$ cat config.mk
export PLATFORM = sky130hd
export DESIGN_NAME = text_edit_ctrl_flat
export DESIGN_NICKNAME = d
export VERILOG_FILES = /design/src/rtl/text_edit_pkg.sv /design/src/rtl/text_edit_ctrl_if.sv /design/src/rtl/cursor_blink_timer.sv /design/src/rtl/text_edit_ctrl.sv /design/src/flat_wrapper.sv
export SDC_FILE = /design/constraint.sdc
export NUM_CORES = 1
export LEC_CHECK = 0
export BUFFER_PORTS_ARGS = -buffer_cell sky130_fd_sc_hd__buf_2
export CAP_MARGIN = 5
export CELL_PAD_IN_SITES_DETAIL_PLACEMENT = 1
export CELL_PAD_IN_SITES_GLOBAL_PLACEMENT = 2
export CORE_UTILIZATION = 37
export DETAILED_ROUTE_END_ITERATION = 6
export PLACE_DENSITY = 0.88
export SYNTH_ARGS = -nofsm -noshare
export SYNTH_HDL_FRONTEND = slang
export SYNTH_HIERARCHICAL = 1
export SYNTH_SLANG_ARGS = --single-unit
$ cat constraint.sdc
create_clock -name clk -period 3.4 [get_ports clk]
set_input_delay 0.34 -clock clk [delete_from_list [all_inputs] [get_ports clk]]
set_output_delay 0.34 -clock clk [all_outputs]
set_load 0.03 [all_outputs]
$ cat src/rtl/text_edit_pkg.sv
// Shared constants and types for the text tile RAM edit controller.
package text_edit_pkg;

  // Tile RAM address packing: {row, col}
  localparam int ROW_W  = 5;
  localparam int COL_W  = 7;
  localparam int ADDR_W = ROW_W + COL_W;
  localparam int CHAR_W = 7;

  // Controller states
  localparam logic [1:0] ST_CLEAR = 2'd0;
  localparam logic [1:0] ST_IDLE  = 2'd1;
  localparam logic [1:0] ST_WRITE = 2'd2;

  // Character codes the decoder cares about
  localparam logic [CHAR_W-1:0] CH_SPACE    = 7'h20;
  localparam logic [CHAR_W-1:0] CH_BS       = 7'h08;
  localparam logic [CHAR_W-1:0] CH_CR       = 7'h0D;
  localparam logic [CHAR_W-1:0] CH_FF       = 7'h0C;
  localparam logic [CHAR_W-1:0] CH_PRINT_LO = 7'h20;
  localparam logic [CHAR_W-1:0] CH_PRINT_HI = 7'h7E;

  // One tile RAM write request
  typedef struct packed {
    logic              we;
    logic [ADDR_W-1:0] addr;
    logic [CHAR_W-1:0] data;
  } ram_req_t;

  function automatic logic [ADDR_W-1:0] pack_addr(input logic [ROW_W-1:0] row,
                                                  input logic [COL_W-1:0] col);
    return {row, col};
  endfunction

endpackage

$ cat src/rtl/text_edit_ctrl_if.sv
// Keyboard handshake, tile RAM write port and cursor outputs of the edit controller.
interface text_edit_ctrl_if;
  import text_edit_pkg::*;

  logic              ascii_valid;
  logic [CHAR_W-1:0] ascii_data;
  logic              ascii_ready;
  logic              clr;
  logic              ram_we;
  logic [ADDR_W-1:0] ram_addr;
  logic [CHAR_W-1:0] ram_data;
  logic [ROW_W-1:0]  cursor_row;
  logic [COL_W-1:0]  cursor_col;
  logic              cursor_vis;

  // Keyboard front-end / display side
  modport master (
    output ascii_valid, ascii_data, clr,
    input  ascii_ready, ram_we, ram_addr, ram_data, cursor_row, cursor_col, cursor_vis
  );

  // Controller side
  modport slave (
    input  ascii_valid, ascii_data, clr,
    output ascii_ready, ram_we, ram_addr, ram_data, cursor_row, cursor_col, cursor_vis
  );
endinterface

$ cat src/rtl/cursor_blink_timer.sv
// Free-running cursor blink: toggles visibility every BLINK_DIV cycles, restartable.
module cursor_blink_timer #(
  parameter int BLINK_DIV = 25000000
) (
  input  logic clk,
  input  logic reset,
  input  logic restart,
  output logic vis
);
  localparam int CNT_W = (BLINK_DIV > 1) ? $clog2(BLINK_DIV) : 1;
  localparam logic [CNT_W-1:0] CNT_LAST = CNT_W'(BLINK_DIV - 1);

  logic [CNT_W-1:0] cnt;

  // Count a half-period; a restart shows the cursor and begins a fresh half-period
  always_ff @(posedge clk or negedge reset) begin
    if (!reset) begin
      cnt <= '0;
      vis <= 1'b1;
    end else if (restart) begin
      cnt <= '0;
      vis <= 1'b1;
    end else if (cnt == CNT_LAST) begin
      cnt <= '0;
      vis <= ~vis;
    end else begin
      cnt <= cnt + 1'b1;
    end
  end
endmodule

$ cat src/rtl/text_edit_ctrl.sv
// Text tile RAM sequencer: screen clear sweep, character entry and cursor tracking.
module text_edit_ctrl
  import text_edit_pkg::*;
#(
  parameter int COLS      = 80,
  parameter int ROWS      = 30,
  parameter int FIRST_ROW = 4,
  parameter int BLINK_DIV = 25000000
) (
  input  logic           clk,
  input  logic           reset,
  text_edit_ctrl_if.slave bus
);
  localparam logic [ROW_W-1:0] ROW_FIRST = ROW_W'(FIRST_ROW);
  localparam logic [ROW_W-1:0] ROW_LAST  = ROW_W'(ROWS - 1);
  localparam logic [COL_W-1:0] COL_LAST  = COL_W'(COLS - 1);

  logic [1:0]       state;
  logic [ROW_W-1:0] swp_row, cur_row;
  logic [COL_W-1:0] swp_col, cur_col;
  logic             swp_end;   // last cell has been strobed; leave CLEAR next cycle
  ram_req_t         req;

  logic             accept;
  logic [ROW_W-1:0] nxt_row, adv_row, ret_row;
  logic [COL_W-1:0] adv_col, ret_col;
  logic [CHAR_W-1:0] ch;
  logic             is_print;

  assign bus.ascii_ready = (state == ST_IDLE);
  // A coincident clear wins over the character, which is left unconsumed
  assign accept   = bus.ascii_valid && bus.ascii_ready && !bus.clr;
  assign ch       = bus.ascii_data;
  assign is_print = (ch >= CH_PRINT_LO) && (ch <= CH_PRINT_HI);

  assign bus.ram_we     = req.we;
  assign bus.ram_addr   = req.addr;
  assign bus.ram_data   = req.data;
  assign bus.cursor_row = cur_row;
  assign bus.cursor_col = cur_col;

  // Cursor step arithmetic: row advance wraps inside the editable area, no scrolling
  always_comb begin
    nxt_row = (cur_row < ROW_LAST) ? cur_row + 5'd1 : ROW_FIRST;
    adv_row = cur_row;
    adv_col = cur_col + 7'd1;
    if (cur_col >= COL_LAST) begin
      adv_row = nxt_row;
      adv_col = '0;
    end
    ret_row = cur_row;
    ret_col = cur_col;
    if (cur_col != '0) begin
      ret_col = cur_col - 7'd1;
    end else if (cur_row > ROW_FIRST) begin
      ret_row = cur_row - 5'd1;
      ret_col = COL_LAST;
    end
  end

  // Main sequencer: sweep, decode and one-cycle write strobes
  always_ff @(posedge clk or negedge reset) begin
    if (!reset) begin
      state   <= ST_CLEAR;
      swp_row <= ROW_FIRST;
      swp_col <= '0;
      swp_end <= 1'b0;
      cur_row <= ROW_FIRST;
      cur_col <= '0;
      req     <= '0;
    end else begin
      req.we <= 1'b0;
      case (state)
        ST_CLEAR: begin
          if (swp_end) begin
            swp_end <= 1'b0;
            cur_row <= ROW_FIRST;
            cur_col <= '0;
            state   <= ST_IDLE;
          end else begin
            req <= '{we: 1'b1, addr: pack_addr(swp_row, swp_col), data: CH_SPACE};
            if (swp_col == COL_LAST) begin
              swp_col <= '0;
              if (swp_row == ROW_LAST) swp_end <= 1'b1;
              else                     swp_row <= swp_row + 5'd1;
            end else begin
              swp_col <= swp_col + 7'd1;
            end
          end
        end
        ST_IDLE: begin
          if (bus.clr || (accept && ch == CH_FF)) begin
            swp_row <= ROW_FIRST;
            swp_col <= '0;
            swp_end <= 1'b0;
            state   <= ST_CLEAR;
          end else if (accept) begin
            if (is_print) begin
              req     <= '{we: 1'b1, addr: pack_addr(cur_row, cur_col), data: ch};
              cur_row <= adv_row;
              cur_col <= adv_col;
              state   <= ST_WRITE;
            end else if (ch == CH_BS) begin
              req     <= '{we: 1'b1, addr: pack_addr(ret_row, ret_col), data: CH_SPACE};
              cur_row <= ret_row;
              cur_col <= ret_col;
              state   <= ST_WRITE;
            end else if (ch == CH_CR) begin
              cur_row <= nxt_row;
              cur_col <= '0;
            end
          end
        end
        ST_WRITE: state <= ST_IDLE;
        default:  state <= ST_IDLE;
      endcase
    end
  end

  cursor_blink_timer #(.BLINK_DIV(BLINK_DIV)) u_blink (
    .clk     (clk),
    .reset   (reset),
    .restart (accept),
    .vis     (bus.cursor_vis)
  );
endmodule

$ cat src/flat_wrapper.sv
// flat-port wrapper written by rule: the top's interface ports become plain ports
module text_edit_ctrl_flat import text_edit_pkg::*;
#(
  parameter int COLS      = 80,
  parameter int ROWS      = 30,
  parameter int FIRST_ROW = 4,
  parameter int BLINK_DIV = 25000000
)
  (clk, reset, bus_ascii_valid, bus_ascii_data, bus_clr, bus_ascii_ready, bus_ram_we, bus_ram_addr, bus_ram_data, bus_cursor_row, bus_cursor_col, bus_cursor_vis);
  text_edit_ctrl_if bus_i ();
  input  logic clk;
  input  logic reset;
  input wire logic [$bits(bus_i.ascii_valid)-1:0] bus_ascii_valid;
  input wire logic [$bits(bus_i.ascii_data)-1:0] bus_ascii_data;
  input wire logic [$bits(bus_i.clr)-1:0] bus_clr;
  output wire logic [$bits(bus_i.ascii_ready)-1:0] bus_ascii_ready;
  output wire logic [$bits(bus_i.ram_we)-1:0] bus_ram_we;
  output wire logic [$bits(bus_i.ram_addr)-1:0] bus_ram_addr;
  output wire logic [$bits(bus_i.ram_data)-1:0] bus_ram_data;
  output wire logic [$bits(bus_i.cursor_row)-1:0] bus_cursor_row;
  output wire logic [$bits(bus_i.cursor_col)-1:0] bus_cursor_col;
  output wire logic [$bits(bus_i.cursor_vis)-1:0] bus_cursor_vis;
  assign bus_i.ascii_valid = bus_ascii_valid;
  assign bus_i.ascii_data = bus_ascii_data;
  assign bus_i.clr = bus_clr;
  assign bus_ascii_ready = bus_i.ascii_ready;
  assign bus_ram_we = bus_i.ram_we;
  assign bus_ram_addr = bus_i.ram_addr;
  assign bus_ram_data = bus_i.ram_data;
  assign bus_cursor_row = bus_i.cursor_row;
  assign bus_cursor_col = bus_i.cursor_col;
  assign bus_cursor_vis = bus_i.cursor_vis;
  text_edit_ctrl #(.COLS(COLS), .ROWS(ROWS), .FIRST_ROW(FIRST_ROW), .BLINK_DIV(BLINK_DIV)) u_core (.clk(clk), .reset(reset), .bus(bus_i));
endmodule
# Word-level counts from Yosys, hierarchy flattened
# Index checks and enable logic that the tools add are counted.
totals:
  regBits: 73
  in_bits: 11
  out_inout_bits: 34
  word_cells: 111
classes:
  n_addsub: 7
  order_cmp: 5
  n_eq_ne: 19
  n_mux: 51
  n_bitwise: 1
  n_reduce_logical: 17
ops:
  columns: ["cell", "count"]
  rows:
  - ["$mux 20", 5]
  - ["$mux 7", 12]
  - ["$mux 5", 14]
  - ["$mux 25", 2]
  - ["$pmux 20 s2", 1]
  - ["$pmux 7 s2", 2]
  - ["$add 25x1->25 const B", 1]
  - ["$eq 25x25->1 const B", 1]
  - ["$eq 7x4->1 const B", 3]
  - ["$pmux 5 s2", 2]
  - ["$reduce_and 5->1", 3]
  - ["$add 7x1->7 const B", 2]
  - ["$add 5x1->5 const B", 2]
  - ["$mux 2", 5]
  - ["$ne 2x2->1 const B", 5]
  - ["$ne 3x3->1 const B", 3]
  - ["$ne 4x4->1 const B", 2]
  - ["$eq 7x7->1 const B", 1]
  - ["$ge 7x6->1 const B", 1]
  - ["$ge 7x7->1 const B", 1]
  - ["$le 7x7->1 const B", 1]
  - ["$reduce_bool 7->1", 1]
  - ["$sub 7x1->7 const B", 1]
  - ["$mux 1", 6]
  - ["17 further kinds", 23]

# Longest topological paths before layout
# Gate-level depths: netlist (run 1).
depth:
  word_depth: 8
  depth_mapped: 9
  depth_no_buf: 7

# Modules after synthesis
# The synthesis (run 1) kept the hierarchy.
by_module_without_submodules:
  columns: ["module", "n_inst", "cells_each", "area_each_um2", "seq_area_each_um2"]
  rows:
  - ["text_edit_ctrl", 1, 367, 3206.8, 1178.6]
  - ["cursor_blink_timer", 1, 139, 1298.7, 651.9]

# Worst setup path after synthesis (run 1)
# No wires, ideal clock.
synth_path:
  kind: "register -> register"
  from: "reg u_core.cur_col[0], in the netlist u_core/bus.cursor_col[0]"
  to: "reg u_core.cur_row[0], in the netlist u_core/bus.cursor_row[0]"
  setup_time_ns: 0.104
  arrival_time_ns: 2.424
  required_time_ns: 3.296
  setup_slack_ns: 0.872
  stages_incl_launch_ff: 10
  n_path_buf: 2
  period_less_slack_ns: 2.528
  path_cell_list: "dfrtp_1 clkbuf_1 inv_1 ha_1 or4b_4 buf_6 a211oi_4 a21oi_1 or4_1 o311ai_1"
synth_between:
  elab_chain_cells: 7
  word_cells_on_any_way: 10
  cone_classes: "1 x order compare; 1 x eq/ne; 6 x mux; 2 x reduce/logical"
synth_lines:
  columns: ["item", "line", "text"]
  rows:
  - ["from (decl)", "text_edit_ctrl.sv:20", "logic [COL_W-1:0] swp_col, cur_col;"]
  - ["from (signal assigned)", "text_edit_ctrl.sv:101", "cur_col <= adv_col;"]
  - ["from (signal assigned)", "text_edit_ctrl.sv:106", "cur_col <= ret_col;"]
  - ["$reduce_bool 7->1", "text_edit_ctrl.sv:53", "if (cur_col != '0) begin"]
  - ["$mux 5", "text_edit_ctrl.sv:53", null]
  - ["$mux 5", "text_edit_ctrl.sv:103", "end else if (ch == CH_BS) begin"]
  - ["$mux 5", "text_edit_ctrl.sv:98", "if (is_print) begin"]
  - ["$mux 5", "text_edit_ctrl.sv:97", "end else if (accept) begin"]
  - ["$mux 5", "text_edit_ctrl.sv:92", "if (bus.clr || (accept && ch == CH_FF)) begin"]
  - ["$pmux 5 s2", "text_edit_ctrl.sv:73", "case (state)"]
  - ["to (signal assigned)", "text_edit_ctrl.sv:100", "cur_row <= adv_row;"]
  - ["to (signal assigned)", "text_edit_ctrl.sv:105", "cur_row <= ret_row;"]
  - ["to (signal assigned)", "text_edit_ctrl.sv:109", "cur_row <= nxt_row;"]
  - ["to (decl)", "text_edit_ctrl.sv:19", "logic [ROW_W-1:0] swp_row, cur_row;"]
# Several ways; a longest one is shown, not always the timed one. The select of a mux whose other input is x is not followed.
# A chain may end at the register's enable or synchronous reset.

# Final worst setup path (run 1)
layout_path:
  from: "reg u_core.cur_col[0], in the netlist u_core/bus.cursor_col[0]"
  to: "reg u_core.cur_row[3], in the netlist u_core/bus.cursor_row[3]"
# The elaborated chain is that of the path after synthesis.

==> metrics.md, run 1 <==
| Metric | Value |
|---|---|
| # IOs | 45 |
| R2r endpoint | u_core/bus.cursor_row[3] |
| Synth warnings | 6 |
| Slew @ Worst Pin | 0.977 ns |
| Syn_nets | 527 |
| Synth Instances | 506 |
| Worst Setup SP | u_core/bus.cursor_col[0] |
| Final std cells w/o fill | 685 |
| Clock Pin Slew Worst Setup and Hold Paths | 0.06 ns |
| Setup TNS | 0 ns |
| Status | finished, violations left |
| WL final | 14100 um |
| Clock Tree Root | clkbuf_16 |
| Clk buf depth | 2 |
| Critical path arrival | 2.81 ns |
| Worst setup endpoint | u_core/bus.cursor_row[3] |
| Final ANT Viol Nets | 0 |
| Clk_skew | 0.00627 ns |
| WL met3 | 827 um |
| CP max FO | 13 |
| Synth top cells by count | dfrtp_1 (70), nor2_1 (41), nand2_1 (34) |
| GP Congestion | 0.861 |
| Distinct cells, synth | 73 |
| IO buf count | 44 |
| Rows | 39 |
| DRC errors left | 4 |
| Starting DRC count in detailed routing | a little over 400 |
| Met2 Wirelength | 6140 um |
| Worst path slowest cell | o211ai_1 |
| Setup bufs post-CTS | 0 |
| DP Wirelength | about 10000 um |
| Avg Cell Area, Syn | 8.90 um2 |
| Top FF cell, synth | dfrtp_1 |
| WL/cell | 20.6 um |
| Int Power | 0.00185 W |
| Nets@finish | 558 |
| R2R cell count | 6 |
| Hold WS | 0.129 ns |
| Gate power share | 0.268 |
| R2r setup slk | roughly 0.82 ns |
| FF+latch count, synth | 73 |
| Antenna diode instance count | 0 |
| Pin count of the biggest net entering global routing | 74 |
| Max Fclk | 388 MHz |
| Die Y | 112 um |
| CTS Hold Bufs | 0 |
| Mapped cell area | 4510 um2 |
| Area Overhead vs Synth | 12.8% |
| PwrDens | roughly 580 nW/um2 |
| Crit. End Element | register |
| Asr flop ratio synth | 1.00 |
| Total GRT Usage | 0.237 |
| Critical Path RT | 3.63 ns |
| Biggest area consumer among synthesized cells | dfrtp_1 |
| Worst-Skew Late Latency | 0.34 ns |
| Setup CP Type | register to register |
| Post-cts sizing count | 0 |
| Router iterations before antenna repair | 7 |
| Worst ir drop on vdd | a little under 0.4 mV |
| Final Max Slew Viols | 0 |
| Finished Core Util | 0.436 |
| Die area | 12600 um2 |
| Seq/Total Area, Yosys | 0.406 |
| Leak | 2.18 nW |
| Top post-synthesis cells by area | dfrtp_1 (39%), nand3_1 (3.4%), o21ai_0 (3.4%), nor2_1 (3.4%), a21oi_1 (3.3%) |
| Starting Density | 0.386 |
| Top cell type's share of synthesized area | 0.389 |
| Vias | 4277 |
| RSZ-0062 raised after global routing | false |
| # setup viols final | 0 |
| Tmin final | approximately 2.6 ns |
| Maxcap violations | 0 |
| Power share of the sequential group | 0.428 |
| Vias in the first global route | between 4k and 5k |
| DR top layer | met4 |
| Core area | 11700 um2 |
| Number of CTS-inserted buffers | 9 |
| Total grt overflow | 0 |
| Die X | ~110 um |
| CP Launch Type | register |
| Delay of the slowest critical-path stage | 0.57 ns |
| Failing checks | design-rule violations |
| Sw Ratio | 0.368 |
| Initial antenna violation count | 0 |
| Hold WC Path Type | primary input to async pin |
| Clock sinks | 73 |
| Met1 wire length | a little under 7000 um |
| Vias per Instance | 6.24 |
| Clock share of power | 0.304 |
| Final period utilization | 0.758 |
| Critical Path, Cell by Cell | ha_1, a2111o_1, and3_1, o211ai_1, nor2_1, a32o_1 |
| CTS tree | yes |
| Delay-heaviest family, CP | compound AO/OA/AOI/OAI gates |
| H-tree depth | 3 |
| Net Switching | 0.00108 W |
| Post-synth EDFFs | 0 |
| Placed cells | approximately 670 |
| Final Hold Fails | 0 |
| RR Startpoint | u_core/bus.cursor_col[0] |
| Levels on crit path | 6 |
| Most numerous cell in the Yosys netlist | dfrtp_1 |
| Share of layout cells above drive strength 1 | 0.146 |
| Relative slew margins | 0.349 |
| First-pass GRT wire length | 23300 um |
| Worst path bufs/invs | 0 |
-- worst reg2reg max path, delay by kind of cell (launching register included) --
family	cells	cell delay, ns
AO/OA/AOI/OAI	3	1.26
AND/OR/NAND/NOR	2	0.38
flip-flops	1	0.52
adder cells (fa/ha/maj)	1	0.32
-- logic make-up (layout without fill, tap and decap cells) --
logic type               after synthesis  count (layout)  synth area share
multiplexers                           4               4           0.00916
buffers and inverters                 53              89            0.0528
AO/OA/AOI/OAI                        147             147             0.230
flip-flops                            73              73             0.406
AND/OR/NAND/NOR                      200             200             0.237
XOR/XNOR                              19              19            0.0369
adder cells (fa/ha/maj)               10              10            0.0278
-- worst min-delay path by stage --
stage                                      from                       end  slack [ns]
after global placement    u_core/u_blink/cnt[0]     u_core/u_blink/cnt[0]        0.45
after detailed placement  u_core/u_blink/cnt[0]     u_core/u_blink/cnt[0]        0.46
after CTS                                 reset    u_core/u_blink/cnt[21]        0.20
after floorplan                           reset  u_core/bus.cursor_col[0]        0.04
after global routing                      reset    u_core/u_blink/cnt[21]        0.23
final                                     reset    u_core/u_blink/cnt[21]        0.13
-- cell usage in the layout (no fill, tap or decap), types with 7 or more instances in the layout --
| cell type | Yosys | layout |
|---|---|---|
| buf_2 | 4 | 43 |
| dfrtp_1 | 70 | 70 |
| o211ai_1 | 8 | 8 |
| a22o_1 | 8 | 8 |
| a21oi_1 | 30 | 30 |
| buf_4 | 3 | 7 |
| nand2_1 | 34 | 34 |
| nor2_1 | 41 | 41 |
| o21ai_0 | 31 | 31 |
| or3_1 | 14 | 14 |
| nand3_1 | 31 | 31 |
| nor3_1 | 14 | 14 |
| xnor2_1 | 14 | 14 |
| ha_1 | 10 | 10 |
| nand4_1 | 10 | 10 |
| inv_1 | 22 | 22 |
| and3_1 | 10 | 10 |
| clkbuf_16 | 0 | 9 |
-- per-stage QoR --
stage / area [um2] / total power (W) / setup WS, ns
after floorplan: 4510 / 0.00176 / 0.872
after detailed placement: 4810 / 0.00204 / 0.927
after global placement: 4810 / 0.00201 / 0.978
after CTS: 5080 / 0.00295 / 0.897
final: 5080 / 0.00293 / 0.822
after global routing: 5080 / 0.00308 / 0.701
-- power by group through the flow --
stage / Combinational [W] / Sequential, W / Clock, W
floorplan: 0.000436 / 0.00133 / 0
global placement: 0.000751 / 0.00125 / 0
detailed placement: 0.000777 / 0.00126 / 0
CTS: 0.000787 / 0.00125 / 0.000914
global route: 0.000862 / 0.00128 / 0.000943
finish: 0.000784 / 0.00125 / 0.000890
-- final cells by class --
| type | instances | area, um2 |
|---|---|---|
| multi-input cells | 380 | 2440 |
| inverters | 23 | 86.3 |
| flip-flops and latches | 73 | 1830 |
| well taps | 143 | 179 |
| fillers | 1376 | 6580 |
| repair buffers | 50 | 268 |
| clock inverters | 4 | 28.8 |
| clock buffers | 12 | 246 |
-- sequential cells by signal, indices dropped and copies added (netlist names) --
name                   cells
u_core/swp_end             1
u_core/u_blink/cnt        25
u_core/swp_col             7
u_core/bus.cursor_col      7
u_core/state               2
u_core/bus.ram_data        7
u_core/u_blink/vis         1
u_core/bus.cursor_row      5
u_core/bus.ram_we          1
u_core/bus.ram_addr       12
u_core/swp_row             5
-- per-layer routing --
layer | global-route usage | vias to the layer above
met1 | 0.351 | 2152
met2 | 0.346 | 134
met5 | 0 | -
met3 | 0.0383 | 24
met4 | 0.0889 | 0
li1 | - | 1967
No activity file was read; power rests on OpenSTA's default activity.
==> inputs of run 2 (changes only) <==
==> constraint.sdc (replaced) <==
create_clock -name clk -period 2.5 [get_ports clk]
set_input_delay 0.25 -clock clk [delete_from_list [all_inputs] [get_ports clk]]
set_output_delay 0.25 -clock clk [all_outputs]
set_load 0.03 [all_outputs]
==> run 2 against run 1 <==
Against the previous run: the run still ends with design-rule violations left; via count up 3.0%; worst setup slack lost 0.63 ns; hold slack gained 0.032 ns; sequential share of layout area is 1.5 points lower.
==> metrics.md, run 2 (synthesis gave the netlist of run 1 again) <==
| Metric | Value |
|---|---|
| Antenna diode instance count | 0 (unchanged) |
| # IOs | 45 (unchanged) |
| # fillers | 1365 (was 1376) |
| Gate power share | 0.263 (was 0.268) |
| Clk_skew | 0.00866 ns (was 0.00627 ns) |
| Core area | 11700 um2 (unchanged) |
| Nets@finish | 581 (was 558) |
| GP Congestion | 0.828 (was 0.861) |
| Critical path arrival | 2.55 ns (was 2.81 ns) |
| # setup viols final | 0 (unchanged) |
| Die X | 112 um (unchanged) |
| Vias in the first global route | 4506 (was 4273) |
| Die area | 12600 um2 (unchanged) |
| Net Switching | 0.00147 W (was 0.00108 W) |
| Leak | 2.32 nW (was 2.18 nW) |
| WL final | 14600 um (was 14100 um) |
| RSZ-0062 raised after global routing | false (unchanged) |
| Hold WC Path Type | primary input to register (was primary input to async pin) |
| Dpl cell area | 4970 um2 (was 4810 um2) |
| Final ANT Viol Nets | 0 (unchanged) |
| Status | finished, violations left (unchanged) |
| Final Hold Fails | 0 (unchanged) |
| CP Launch Type | register (unchanged) |
| Delay-heaviest family, CP | simple AND/OR/NAND/NOR gates (was compound AO/OA/AOI/OAI gates) |
| Clk buf depth | 2 (unchanged) |
| Worst path bufs/invs | 1 (was 0) |
| Slew @ Worst Pin | 0.590 ns (was 0.977 ns) |
| Starting DRC count in detailed routing | 353 (was 415) |
| Max Fclk | 433 MHz (was 388 MHz) |
| Final period utilization | 0.924 (was 0.758) |
| Rows | 39 (unchanged) |
| Critical Path, Cell by Cell | inv_1, ha_1, or4b_4, a211oi_4, a21oi_1, or4_1, o311ai_1 (was ha_1, a2111o_1, and3_1, o211ai_1, nor2_1, a32o_1) |
| IO buf count | 44 (unchanged) |
| Slack of the critical path | 0.191 ns (was 0.822 ns) |
| DRC errors left | 3 (was 4) |
| Failing checks | design-rule violations (unchanged) |
| Design area | 5310 um2 (was 5080 um2) |
| Setup CP Type | register to register (unchanged) |
| First-pass GRT wire length | 24500 um (was 23300 um) |
| Clock Pin Slew Worst Setup and Hold Paths | 0.06 ns (about the same) |
| Worst ir drop on vdd | 0.546 mV (was 0.388 mV) |
| Setup TNS | 0 ns (unchanged) |
| CP max FO | 8 (was 13) |
| Clock Tree Root | clkbuf_16 (unchanged) |
| Delay of the slowest critical-path stage | 0.55 ns (was 0.57 ns) |
| Tmin final | 2.31 ns (was 2.58 ns) |
| Most common cell after layout, fill and taps aside | dfrtp_1 (unchanged) |
| Setup bufs post-CTS | 0 (unchanged) |
| Worst-Skew Late Latency | 0.35 ns (was 0.34 ns) |
| Starting Density | 0.386 (unchanged) |
| Die Y | 112 um (unchanged) |
| Biggest register | u_core/u_blink/cnt (unchanged) |
| Max reg flops | 25 (unchanged) |
| Pin count of the biggest net entering global routing | 43 (was 74) |
| Router iterations before antenna repair | 7 (unchanged) |
| Maxcap violations | 0 (unchanged) |
| Clock share of power | 0.338 (was 0.304) |
| Vias per Instance | 6.22 (was 6.24) |
| DP Wirelength | 10600 um (was 10000 um) |
| Total GRT Usage | 0.249 (was 0.237) |
| Initial antenna violation count | 0 (unchanged) |
| PwrDens | 792 nW/um2 (was 576 nW/um2) |
| Power share of the sequential group | 0.399 (was 0.428) |
| Share of layout cells above drive strength 1 | 0.184 (was 0.146) |
| Int Power | 0.00273 W (was 0.00185 W) |
| Final Max Slew Viols | 0 (unchanged) |
| Clock sinks | 73 (unchanged) |
| Vias | 4404 (was 4277) |
| Post-cts sizing count | 0 (unchanged) |
| Post-Place Worst Slack | 0.207 ns (was 0.927 ns) |
| Area Overhead vs Synth | 17.7% (was 12.8%) |
| Critical Path RT | 2.74 ns (was 3.63 ns) |
| WL/cell | 20.7 um (was 20.6 um) |
| Number of CTS-inserted buffers | 9 (unchanged) |
| Worst path slowest cell | or4b_4 (was o211ai_1) |
| CTS tree | yes (unchanged) |
| Commonest non-fill, non-tap cells in the layout | dfrtp_1 (68), buf_2 (43), nor2_1 (41) (was dfrtp_1 (70), buf_2 (43), nor2_1 (41)) |
| Total grt overflow | 0 (unchanged) |
| H-tree depth | 3 (unchanged) |
| Sw Ratio | 0.349 (was 0.368) |
| Relative slew margins | 0.606 (was 0.349) |
| Crit. End Element | register (unchanged) |
-- run 2: worst paths after layout --
kind | from | cells after the start | endpoint | slack [ns]
hold / removal | bus_ascii_data[3] | 2 | u_core/bus.ram_data[3] | 0.16
setup reg to reg | u_core/bus.cursor_col[0] | 7 | u_core/bus.cursor_row[0] | 0.19
min in group asynchronous | reset | 2 | u_core/u_blink/cnt[20] | 0.46
max in group asynchronous | reset | 3 | u_core/swp_row[2] | 1.34
setup / recovery | u_core/bus.cursor_col[0] | 7 | u_core/bus.cursor_row[0] | 0.19
hold reg to reg | u_core/u_blink/cnt[0] | 1 | u_core/u_blink/cnt[0] | 0.47
-- run 2: repair_timing --
item                                   CTS  global route
endpoints found under the hold margin   38             0
setup endpoints to repair                0             0
hold buffers                             1             0
-- run 2: worst register-to-register path, cell delays in order (launching register included) --
cell and delay, ns:
dfrtp_2 0.40, inv_1 0.08, ha_1 0.20, or4b_4 0.55, a211oi_4 0.29, a21oi_1 0.11
or4_1 0.49, o311ai_1 0.10
-- run 2: metrics by stage --
| step | hold WS, ns | power, W | cells | util |
|---|---|---|---|---|
| floorplan | -0.0456 | 0.00240 | 506 | - |
| finish | 0.161 | 0.00420 | 708 | 0.455 |
| detailed placement | 0.300 | 0.00278 | 691 | 0.426 |
| CTS | 0.157 | 0.00423 | 708 | 0.455 |
| global route | 0.180 | 0.00441 | 708 | 0.455 |
| global placement | 0.293 | 0.00273 | 691 | 0.426 |
-- run 2: metal layers --
metal	up-vias	global-route usage	wire length [um]
li1	2003	-	-
met1	2227	0.355	6990
met2	152	0.381	6550
met3	22	0.0437	816
met4	0	0.0916	280
met5	-	0	0
-- run 2: final cells by class --
cell class / count / area [um2] / area share
multi-input cells: 380 / 2440 / 0.460
flip-flops and latches: 73 / 1830 / 0.346
repair buffers: 73 / 443 / 0.0835
clock buffers: 11 / 243 / 0.0458
well taps: 143 / 179 / 0.0337
inverters: 23 / 86.3 / 0.0163
clock inverters: 5 / 78.8 / 0.0149
-- run 2: power by group through the flow --
stage	Sequential [W]	Clock, W	Combinational, W
global route	0.00171	0.00149	0.00121
CTS	0.00167	0.00145	0.00111
floorplan	0.00181	0	0.000593
detailed placement	0.00169	0	0.00109
global placement	0.00168	0	0.00106
finish	0.00168	0.00142	0.00110
==> inputs of run 3 (changes only) <==
--- a/config.mk
+++ b/config.mk
@@ -10,6 +10,7 @@
 export CELL_PAD_IN_SITES_DETAIL_PLACEMENT = 1
 export CELL_PAD_IN_SITES_GLOBAL_PLACEMENT = 2
 export CORE_UTILIZATION = 37
+export CTS_CLUSTER_SIZE = 30
 export DETAILED_ROUTE_END_ITERATION = 6
 export PLACE_DENSITY = 0.88
 export SYNTH_ARGS = -nofsm -noshare
==> constraint.sdc (replaced) <==
create_clock -name clk -period 2.5 [get_ports clk]
set_input_delay 0.25 -clock clk [delete_from_list [all_inputs] [get_ports clk]]
set_output_delay 0.25 -clock clk [all_outputs]
set_load 0.1 [all_outputs]
==> run 3 against run 2 <==
Against the previous run: the flow still finishes with violations (design-rule violations); maximum frequency decreased by 4.2%; critical path depth unchanged; sequential share of layout area increased by 0.066 points; design area rose by 0.35%; critical endpoint unchanged; largest power group unchanged.
==> metrics.md, run 3 (synthesis gave the netlist of run 1 again) <==
| Metric | Value |
|---|---|
| Hold Crit Start | bus_ascii_data[3] (unchanged) |
| Tmin final | 2.41 ns (was 2.31 ns) |
| CTS tree | yes (unchanged) |
| Dpl cell area | 4980 um2 (was 4970 um2) |
| # IOs | 45 (unchanged) |
| Pin count of the biggest net entering global routing | 49 (was 43) |
| Final period utilization | 0.964 (was 0.924) |
| R2r endpoint | u_core/bus.cursor_row[0] (unchanged) |
| H-tree depth | 3 (unchanged) |
| Vias | 4324 (was 4404) |
| Final ANT Viol Nets | 0 (unchanged) |
| Finished Core Util | 0.456 (was 0.455) |
| Total grt overflow | 0 (unchanged) |
| Slack of the critical path | 0.0889 ns (was 0.191 ns) |
| Clock sinks | 73 (unchanged) |
| IO buf count | 44 (unchanged) |
| Slew @ Worst Pin | 0.733 ns (was 0.590 ns) |
| Failing checks | design-rule violations (unchanged) |
| RSZ-0062 raised after global routing | false (unchanged) |
| DRC errors left | 5 (was 3) |
| PwrDens | 902 nW/um2 (was 792 nW/um2) |
| RR Startpoint | u_core/bus.cursor_col[0] (unchanged) |
| Total GRT Usage | 0.241 (was 0.249) |
| CP Launch Type | register (unchanged) |
| First-pass GRT wire length | 23700 um (was 24500 um) |
| Clk_skew | 0.00813 ns (was 0.00866 ns) |
| Critical path arrival | 2.64 ns (was 2.55 ns) |
| Total power | 0.00480 W (was 0.00420 W) |
| # setup viols final | 0 (unchanged) |
| Starting Density | 0.386 (unchanged) |
| DP Wirelength | 10400 um (was 10600 um) |
| Router iterations before antenna repair | 6 (was 7) |
| Starting DRC count in detailed routing | 230 (was 353) |
| GP Congestion | 0.868 (was 0.828) |
| Setup CP Type | register to register (unchanged) |
| Crit. End Element | register (unchanged) |
| Die area | 12600 um2 (unchanged) |
| Clock Tree Root | clkbuf_16 (unchanged) |
| Share of layout cells above drive strength 1 | 0.189 (was 0.184) |
| Die Y | 112 um (unchanged) |
| Commonest non-fill, non-tap cells in the layout | dfrtp_1 (64), buf_2 (43), nor2_1 (41) (was dfrtp_1 (68), buf_2 (43), nor2_1 (41)) |
| CP max FO | 13 (was 8) |
| Number of CTS-inserted buffers | 9 (unchanged) |
| Post-Place Worst Slack | 0.147 ns (was 0.207 ns) |
| Core area | 11700 um2 (unchanged) |
| Clock Pin Slew Worst Setup and Hold Paths | 0.06 ns (about the same) |
| Most common cell after layout, fill and taps aside | dfrtp_1 (unchanged) |
| Post-cts sizing count | 0 (unchanged) |
| Final Max Slew Viols | 0 (unchanged) |
| Critical Path RT | 2.73 ns (was 2.74 ns) |
| Antenna diode instance count | 0 (unchanged) |
| Max reg flops | 25 (unchanged) |
| Nets@finish | 576 (was 581) |
| WHS Path Cells | 2 (unchanged) |
| Vias in the first global route | 4401 (was 4506) |
| Max Fclk | 415 MHz (was 433 MHz) |
| Final Hold Fails | 0 (unchanged) |
| Worst ir drop on vdd | 0.872 mV (was 0.546 mV) |
| Relative slew margins | 0.508 (was 0.606) |
| Hold WC Path Type | primary input to register (unchanged) |
| Die X | 112 um (unchanged) |
| Biggest register | u_core/u_blink/cnt (unchanged) |
| Initial antenna violation count | 0 (unchanged) |
| WL final | 14400 um (was 14600 um) |
| Worst-Skew Late Latency | 0.34 ns (was 0.35 ns) |
| Status | finished, violations left (unchanged) |
| Min-Delay Endpoint | u_core/bus.ram_data[3] (unchanged) |
| Design area | 5320 um2 (was 5310 um2) |
| WL/cell | 20.5 um (was 20.7 um) |
| Vias per Instance | 6.15 (was 6.22) |
| Maxcap violations | 0 (unchanged) |
| R2R cell count | 7 (unchanged) |
| Setup TNS | 0 ns (unchanged) |
| Area Overhead vs Synth | 18.2% (was 17.7%) |
| Leak | 2.30 nW (was 2.32 nW) |
| Rows | 39 (unchanged) |
| Clk buf depth | 2 (unchanged) |
| R2r setup slk | 0.09 ns (was 0.19 ns) |
run 3: cell types whose count changed in the layout (fill, tap and decap cells not counted), moves of 2 or more:
cell / before / now
inv_1: 22 / 20
buf_4: 29 / 23
inv_4: 0 / 2
dfrtp_2: 2 / 4
dfrtp_4: 0 / 2
dfrtp_1: 68 / 64
run 3: through the flow:
| step | hold slack, ns | cells |
|---|---|---|
| after floorplan | -0.0456 | 506 |
| after global placement | 0.208 | 686 |
| after detailed placement | 0.217 | 686 |
| after CTS | 0.163 | 703 |
| after global routing | 0.182 | 703 |
| final | 0.173 | 703 |
run 3: worst max-delay path by stage:
stage | slack, ns | start | cells past startpoint | endpoint
2_1_floorplan | -0.08 | u_core/bus.cursor_col[1] | 9 | u_core/bus.cursor_row[0]
3_3_place_gp | 0.24 | u_core/bus.cursor_col[0] | 7 | u_core/bus.ram_addr[2]
3_5_place_dp | 0.15 | u_core/bus.cursor_col[0] | 7 | u_core/bus.cursor_row[0]
4_1_cts | 0.12 | u_core/bus.cursor_col[0] | 7 | u_core/bus.cursor_row[0]
5_1_grt | 0.04 | u_core/bus.cursor_col[0] | 7 | u_core/bus.cursor_row[0]
6_report | 0.09 | u_core/bus.cursor_col[0] | 7 | u_core/bus.cursor_row[0]
run 3: worst max-delay path, stage by stage (launching register included):
cell      delay (ns)
dfrtp_4         0.55
inv_4           0.10
ha_4            0.13
or4b_4          0.54
a211oi_4        0.26
a21oi_1         0.10
or4_1           0.52
o311ai_1        0.10
run 3: routing by layer:
metal,vias up,track usage,share of wire
met5,-,0,0
met3,18,0.0437,0.055
li1,1999,-,-
met4,0,0.0880,0.017
met2,131,0.369,0.45
met1,2176,0.342,0.48
run 3: where the power goes:
part | switching, W | total, W | internal [W]
clock | 0.000512 | 0.00149 | 0.000976
combinational | 0.00119 | 0.00161 | 0.000417
sequential | 0.000274 | 0.00170 | 0.00143
run 3: area by class of cell:
class / count / area [um2]
Clock buffer: 11 / 233
Sequential cell: 73 / 1840
Inverter: 23 / 92.6
Multi-Input combinational cell: 380 / 2450
Tap cell: 143 / 179
Clock inverter: 5 / 104
Timing Repair Buffer: 68 / 418
Fill cell: 1358 / 6340
run 3: timing repair:
item / CTS / global route
hold endpoints to repair: 24 / 0
buffers inserted: 0 / 0
hold buffers: 1 / 0
